## config.mk

```make
export PLATFORM = sky130hd
export DESIGN_NAME = core_op_dispatcher
export DESIGN_NICKNAME = d
export VERILOG_FILES = /design/src/rtl/core_op_dispatcher.sv
export SDC_FILE = /design/constraint.sdc
export NUM_CORES = 1
export LEC_CHECK = 0
export BUFFER_PORTS_ARGS = -buffer_cell sky130_fd_sc_hd__buf_2
export CORE_AREA = 2 2 614 616
export DETAILED_ROUTE_END_ITERATION = 10
export DIE_AREA = 0 0 616 618
export MAX_ROUTING_LAYER = met4
export PLACE_DENSITY_LB_ADDON = 0.3
export SKIP_LAST_GASP = 1
export SLEW_MARGIN = 30
export SYNTH_ARGS = -nofsm -noshare
export SYNTH_HDL_FRONTEND = slang
export SYNTH_SLANG_ARGS = --single-unit
```

## constraint.sdc

```tcl
create_clock -name clk -period 46.4 [get_ports clk]
set_input_delay 13.92 -clock clk [delete_from_list [all_inputs] [get_ports clk]]
set_output_delay 13.92 -clock clk [all_outputs]
set_load 0.05 [all_outputs]
```

## src/rtl/core_op_dispatcher.sv

```systemverilog
// -----------------------------------------------------------------------------
// core_op_dispatcher
//
// Purpose:
//   Sequencer in front of the ECC Core_Implementation datapath. It accepts one
//   field operation at a time and drives the core select line and operands from
//   registers. It then waits the latency of the selected operation, captures the
//   core outputs into a result register, and holds that result until the
//   downstream side takes it.
//
// Ports:
//   clk, rst            single rising-edge clock, asynchronous active-high reset
//   op_valid/op_ready   request handshake (op_ready is high only while idle)
//   op_code             1=MUL 2=SQR 3=XOR 4=LUT 5=MASK, any other code is illegal
//   op_a, op_b          256-bit operands
//   core_sel            select line to the core (0 when no operation is active)
//   core_a, core_b      registered operands to the core
//   core_c, core_d      128-bit core results (may contain undriven bits)
//   res_valid/res_ready result handshake
//   res_c, res_d        captured results
//   res_op              op_code of the held result
//   err                 one-cycle pulse after an illegal op_code is accepted
// -----------------------------------------------------------------------------
module core_op_dispatcher #(
   parameter int MUL_LAT  = 4,
   parameter int COMB_LAT = 1
) (
   input  logic         clk,
   input  logic         rst,
   input  logic         op_valid,
   output logic         op_ready,
   input  logic [3:0]   op_code,
   input  logic [255:0] op_a,
   input  logic [255:0] op_b,
   output logic [3:0]   core_sel,
   output logic [255:0] core_a,
   output logic [255:0] core_b,
   input  logic [127:0] core_c,
   input  logic [127:0] core_d,
   output logic         res_valid,
   input  logic         res_ready,
   output logic [127:0] res_c,
   output logic [127:0] res_d,
   output logic [3:0]   res_op,
   output logic         err
);

   // A latency of 0 would mean capturing before the core was ever selected.
   localparam int MUL_LAT_E  = (MUL_LAT  < 1) ? 1 : MUL_LAT;
   localparam int COMB_LAT_E = (COMB_LAT < 1) ? 1 : COMB_LAT;
   localparam int MAX_LAT    = (MUL_LAT_E > COMB_LAT_E) ? MUL_LAT_E : COMB_LAT_E;
   localparam int CNT_W      = $clog2(MAX_LAT + 1);

   localparam logic [3:0] OP_MUL  = 4'd1;
   localparam logic [3:0] OP_MASK = 4'd5;

   typedef enum logic [1:0] {
      S_IDLE,
      S_WAIT,
      S_HOLD
   } state_t;

   state_t           state_q;
   state_t           state_d;
   logic [CNT_W-1:0] cnt_q;
   logic             legal_op;
   logic             accept;
   logic             capture;
   logic             release_res;

   assign legal_op = (op_code >= OP_MUL) && (op_code <= OP_MASK);
   assign op_ready = (state_q == S_IDLE);

   // State register
   always_ff @(posedge clk or posedge rst) begin
      // NOTE: non-blocking assignments in clocked blocks so that every register
      // samples the values from before the edge, whatever the block order.
      if (rst) begin
         state_q <= S_IDLE;
      end else begin
         state_q <= state_d;
      end
   end

   // Next-state and control strobes
   always_comb begin
      // NOTE: every output gets a default first; a path that leaves one
      // unassigned would infer a latch.
      state_d     = state_q;
      accept      = 1'b0;
      capture     = 1'b0;
      release_res = 1'b0;
      case (state_q)
         S_IDLE: begin
            if (op_valid) begin
               accept = 1'b1;
               // An illegal code is consumed but never reaches the core.
               if (legal_op) begin
                  state_d = S_WAIT;
               end
            end
         end
         S_WAIT: begin
            if (cnt_q == CNT_W'(1)) begin
               capture = 1'b1;
               state_d = S_HOLD;
            end
         end
         S_HOLD: begin
            if (res_ready) begin
               release_res = 1'b1;
               state_d     = S_IDLE;
            end
         end
         default: state_d = S_IDLE;
      endcase
   end

   // Datapath registers
   always_ff @(posedge clk or posedge rst) begin
      if (rst) begin
         cnt_q     <= '0;
         core_sel  <= '0;
         core_a    <= '0;
         core_b    <= '0;
         res_valid <= 1'b0;
         res_c     <= '0;
         res_d     <= '0;
         res_op    <= '0;
         err       <= 1'b0;
      end else begin
         err <= accept && !legal_op;

         if (accept && legal_op) begin
            core_sel <= op_code;
            core_a   <= op_a;
            core_b   <= op_b;
            cnt_q    <= (op_code == OP_MUL) ? CNT_W'(MUL_LAT_E) : CNT_W'(COMB_LAT_E);
         end

         if (state_q == S_WAIT) begin
            cnt_q <= cnt_q - CNT_W'(1);
         end

         if (capture) begin
            res_valid <= 1'b1;
            res_op    <= core_sel;
            core_sel  <= '0;   // operands stay put, only the select is dropped
            if (core_sel == OP_MASK) begin
               // The core leaves C and the top of D undriven for MASK; keep
               // those bits from ever reaching the result.
               res_c <= '0;
               res_d <= {64'd0, core_d[63:0]};
            end else begin
               res_c <= core_c;
               res_d <= core_d;
            end
         end

         if (release_res) begin
            res_valid <= 1'b0;
         end
      end
   end

endmodule

```

==> run metrics, run 1 <==
Max Freq approximately 0.057 GHz; asr flop ratio synth 100%; Seq/Total Area, Yosys ~69%; Synth cell types 28; actual slew at the worst max-slew pin ~0.95 ns; flops & latches, synth 783; max cap viols 0; Final Max Slew Viols 0; Num Clock Sinks between 700 and 800; CTS clk-pin slew, worst paths 0.06 ns; DR vias 23.8k; top post-synthesis cells by count 783 x dfrtp_1, 537 x mux2_2, 192 x a22o_1, 57 x clkbuf_1, 50 x buf_2; Worst Path Required 47.06 ns; Detailed Route WL 261,000 um; # IOs ~1.6k; Max FO, Critical Path 74; vias per cell about 2.8; syn nets about 2.5k; register cell area after layout ~20,000 sq um; routability cong. 0.884; switching pwr roughly 2500 uW; fin crit share 37.5%; starting density of the core 7.64%; critical path data arrival time roughly 18 ns; Root Driver clkbuf_16; Final ANT Viol Nets 0; vias in the first global route approximately 24k; # rows ~230; EDFF count, synth 0; RSZ-0062 raised after global routing false; met1 Use GR ~14%; Nets just over 4k; core area about 370,000 sq um; gr busiest metal met2; P&R area growth vs syn 63.6%; DP Wirelength roughly 230,000 um; initial antenna violation count 323; first-pass GRT wire length 319,000 um; crit path capture type flop; GR Util met2 between 20 and 25%; CTS tree built; cell taking the most area after synthesis dfrtp_1; path type of the worst setup path input pin to flop; worst-case clock buffer depth 4; Layout fillers approximately 42k; Fin. Hold Viols 0; Pint a little over 2000 uW; hold depth 1; skew final around 0.13 ns; Comb pwr share a little over half; DR WL/cell between 30 and 40 um; share of layout cells above drive strength 1 68.3%; clk_lat worst skew around 0.90 ns; largest net degree at the start of global routing 193; Clk pwr share 19.7%; hold-fix buffer count after cts 0; area of the multi-input gates 8520 sq um; Tmin final 17.40 ns; post-synth top area share 68.5%; drc violations 0; Main synth FF type dfrtp_1; sequential power share 26.6%; Avg Cell Area, Syn 16.7 sq um; TNS Setup 0 ns; Pwr Density approximately 98 nW/um^2; largest cells by area after synthesis dfrtp_1 69%, mux2_2 21%, a22o_1 5.9%, mux2_1 1.7%, buf_2 0.88%; GRT overflow 0; H-Tree Level Count 3; die extent in x between 600 and 700 um; relative slew slack 37.0%; startpoint types input pin; Tot GR Track Use a little over an eighth; Reg2Reg Depth 8; first drt pass iteration count 5; Tightest Hold Check Type flop to flop; final core utilization roughly an eighth; leakage power between 0.02 and 0.025 uW; port bufs 1,554; Post-CTS Setup Inserts 0; Sw Share a little over half; FF-to-FF setup slack 41.56 ns; Num CTS Buffers ~110; Die Height around 620 um; yosys warns 0; post-CTS sizing 0; status complete, no violations; Max IR drop VDD roughly 50 uV; endpoints failing setup 0; Post-Syn Area about 29,000 sq um; count leader, synth dfrtp_1; Initial DRC Count about 1.3k; M3 GR Usage roughly 8.6%; Mapped Cells about 1.7k; Die Area around 380,000 sq um
-- cell families (layout without fill, tap and decap cells) --
group | Yosys count | after routing | synth area share, %
compound gates | 203 | 203 | 6.21
simple gates | 21 | 21 | 0.424
other cells | 0 | 200 | 0
flops | 783 | 783 | 68.5
buf+inv | 117 | 1792 | 1.79
xor+xnor | 1 | 1 | 0.0306
mux | 583 | 583 | 22.9
fa+ha+maj | 2 | 2 | 0.0875
-- cells in the final DEF, fill, tap and decap left out, drive strengths merged --
cell type	netlist	layout
a21oi	1	1
nor2b	2	2
bufinv	0	9
o22ai	1	1
nor4bb	1	1
a2111o	1	1
nor3	2	2
clkinv	0	28
clkbuf	57	152
clkinvlp	0	3
diode	0	200
nor2	3	3
o21ai	4	4
nand4bb	1	1
a211oi	2	2
nand2	6	6
xnor2	1	1
mux2	580	580
a2bb2oi	1	1
or3b	1	1
a22o	192	192
buf	53	1582
dfrtp	783	783
or4b	1	1
nand2b	2	2
and3	2	2
mux2i	3	3
ha	2	2
a2111oi	1	1
inv	7	18
-- power groups by stage --
stage	Sequential [uW]	Clock, uW	Combinational (uW)
2_1_floorplan	2340	0	393
3_3_place_gp	1220	0	2500
3_5_place_dp	1220	0	2500
4_1_cts	1220	943	2510
5_1_grt	1260	968	2540
6_report	1210	900	2450
-- final timing paths --
| kind | end | from |
|---|---|---|
| worst max-delay path | core_a[101] | op_valid |
| worst min-delay path | core_a[233] | core_a[233] |
| worst max register to register | core_a[101] | state_q[1] |
| worst min register to register | core_a[233] | core_a[233] |
| max in group asynchronous | core_a[211] | rst |
| min in group asynchronous | core_b[49] | rst |
-- through the flow --
stage                     hold slack [ns]  cells  instance area (sq um)  setup WS, ns  total power, uW
after floorplan                     0.447   1710                  28600         10.50             2740
after global placement              0.464   8173                  42400         28.03             3710
after detailed placement            0.469   8174                  42400         27.94             3730
after CTS                           0.484   8377                  46200         28.81             4670
after global routing                0.498   8551                  46700         28.80             4770
final                               0.479   8579                  46800         29.00             4560
-- state kept, by name (all words and copies together) (netlist names) --
name,count
res_op,4
res_c,128
core_a,256
cnt_q,3
state_q,2
res_d,128
res_valid,1
err,1
core_sel,4
core_b,256
-- worst max-delay path: stages --
cell and delay [ns]:
buf_2 0.08, or3b_1 0.44, a2111oi_4 0.45, buf_4 0.42
buf_4 0.32, buf_4 0.58, buf_4 0.58, buf_6 0.61
mux2_2 0.42
-- metal layers --
metal  part of all wire, %  wire (um)
met1                    35      92500
met2                    46     119000
met3                    14      36900
met4                   4.8      12400
met5                     0          0
-- cell type report --
cell class | instances | area share (%)
multi-input combinational | 810 | 18.2
tap | 4994 | 13.4
sequential | 783 | 41.9
clock buffer | 152 | 6.87
antenna | 200 | 1.07
clock inverter | 51 | 1.19
inverter | 7 | 0.0722
timing repair buffer | 1582 | 17.3
Power figures use the tool's default switching activity.
==> run 2: changes to the inputs <==
--- a/config.mk
+++ b/config.mk
@@ -6,9 +6,9 @@
 export NUM_CORES = 1
 export LEC_CHECK = 0
 export BUFFER_PORTS_ARGS = -buffer_cell sky130_fd_sc_hd__buf_2
-export CORE_AREA = 2 2 614 616
+export CORE_AREA = 2 2 598 600
 export DETAILED_ROUTE_END_ITERATION = 10
-export DIE_AREA = 0 0 616 618
+export DIE_AREA = 0 0 600 602
 export MAX_ROUTING_LAYER = met4
 export PLACE_DENSITY_LB_ADDON = 0.3
 export SKIP_LAST_GASP = 1
==> constraint.sdc (replaced) <==
create_clock -name clk -period 16.33 [get_ports clk]
set_input_delay 4.899 -clock clk [delete_from_list [all_inputs] [get_ports clk]]
set_output_delay 4.899 -clock clk [all_outputs]
set_load 0.05 [all_outputs]
==> run metrics, run 2 (synthesis results as in run 1) <==
Root Driver clkbuf_16; first drt pass iteration count 5; core area roughly 350,000 sq um; status complete, no violations; RSZ-0062 raised after global routing false; Tightest Hold Check Type flop to flop; most used cell, CP buf_4; Die Area roughly 360,000 sq um; TNS Setup 0 ns; CTS tree built; commonest cells after routing, fill and taps aside 1,554 x buf_2, 783 x dfrtp_1, 537 x mux2_2; Critical Path Source op_valid; Layout fillers between 40k and 50k; hold_ws approximately 0.48 ns; final core utilization 13.0%; hold path start core_b[10]; vias in the first global route between 20k and 25k; FF-to-FF setup slack around 12 ns; Tmin final around 7.6 ns; Worst Path Required approximately 17 ns; Fin. Hold Viols 0; DR WL/cell slightly above 30 um; Die Height approximately 600 um; CTS clk-pin slew, worst paths 0.06 ns; RR Startpoint state_q[0]; vias per cell between 2 and 3; fin crit share ~47%; Pwr Density approximately 280 nW/um^2; GRT overflow 0; Largest regs core_a x256, core_b x256; # rows around 220; Tot GR Track Use between 10 and 15%; Nets 4,071; port bufs between 1.5k and 2k; Post-CTS Setup Inserts 0; first-pass GRT wire length around 310,000 um; Num CTS Buffers between 100 and 150; largest net degree at the start of global routing approximately 150; P&R area growth vs syn 61.6%; drc violations 0; CP cell instances buf_2 > or3b_1 > a2111oi_4 > buf_12 > buf_4 > buf_4 > mux2_2; die extent in x approximately 600 um; register cell area after layout 19,600 sq um; critical path's top delay family buffers and inverters; crit path capture type flop; worst-case clock buffer depth 4; slowest CP cell buf_4; initial antenna violation count slightly above 300; max cap viols 0; Num Clock Sinks 783; critical path data arrival time about 8.3 ns; endpoints failing setup 0; Initial DRC Count 1,326; clk_lat worst skew 0.87 ns; DR vias about 24k; relative slew slack ~33%; path type of the worst setup path input pin to flop; Max Freq around 0.13 GHz; area of the multi-input gates between 8000 and 9000 sq um; Final WS setup around 8.7 ns; DP Wirelength 221,000 um; skew final 0.103 ns; slowest stage delay, CP around 0.73 ns; most common cell after layout, fill and taps aside buf_2; Final ANT Viol Nets 0; startpoint types input pin; share of layout cells above drive strength 1 68.2%; dpl cell area ~42,000 sq um; Place WS a little under 8 ns; # IOs ~1.6k; Detailed Route WL between 200,000 and 300,000 um; starting density of the core slightly above 8%; Final Max Slew Viols 0; hold-fix buffer count after cts 0; Max IR drop VDD approximately 140 uV; worst path buffer plus inverter count 4; Max FO, Critical Path roughly 100; routability cong. 0.898; actual slew at the worst max-slew pin 1.01 ns; post-CTS sizing 0; leakage power about 0.021 uW; H-Tree Level Count 3; Design Area, Final 46,200 sq um
-- run 2: cell types whose count changed in the layout (fill, tap and decap cells not counted), sizes merged, moves of 5 or more --
cell,previous run,this run
clkinv,28,18
clkbuf,152,146
diode,200,108
bufinv,9,14
inv,18,13
clkinvlp,3,8
-- run 2: worst paths after layout --
check | endpoint | cells after the start
worst max-delay path | core_b[181] | 7
worst min-delay path | core_b[10] | 1
worst max register to register | core_b[181] | 6
worst min register to register | core_b[10] | 1
max in group asynchronous | res_d[118] | 5
min in group asynchronous | core_b[218] | 2
-- run 2: area by class of cell --
type / count / share of cell area, %
diodes: 108 / 0.585
clock buffers: 146 / 6.82
clock inverters: 46 / 1.37
inverters: 7 / 0.0650
multi-input cells: 810 / 18.4
flip-flops and latches: 783 / 42.4
well taps: 4751 / 12.9
repair buffers: 1579 / 17.5
-- run 2: routing by layer --
layer  part of all wire [%]  vias to the layer above  wire (um)  GRT usage [%]
li1                       -                     9574          -              -
met1                     35                    11900      87600           13.7
met2                     50                     1576     125000           24.2
met3                     12                      566      31200           7.26
met4                    3.4                        0       8690           3.24
met5                      0                        -          0              -
-- run 2: worst reg2reg max path, delay by kind of cell, from the launching register on --
family | cells | cell delay [ns]
AOI/OAI and AO/OA | 1 | 0.30
and+or+nand+nor | 1 | 0.51
DFF | 1 | 0.48
muxes | 1 | 0.52
buffers and inverters | 3 | 2.07
-- run 2: per-stage QoR --
step	total power [uW]	instances
finish	12900	8230
global route	13600	8205
CTS	13300	8122
detailed placement	10600	7930
global placement	10500	7928
floorplan	7770	1710
-- run 2: report_power, final --
part           switching (uW)  internal (uW)  leakage, uW  total [uW]
Clock                    1030           1570      0.00185        2600
Sequential                533           2880      0.00947        3420
Combinational            5420           1500      0.00954        6920
Total                    6990           5950       0.0209       12900
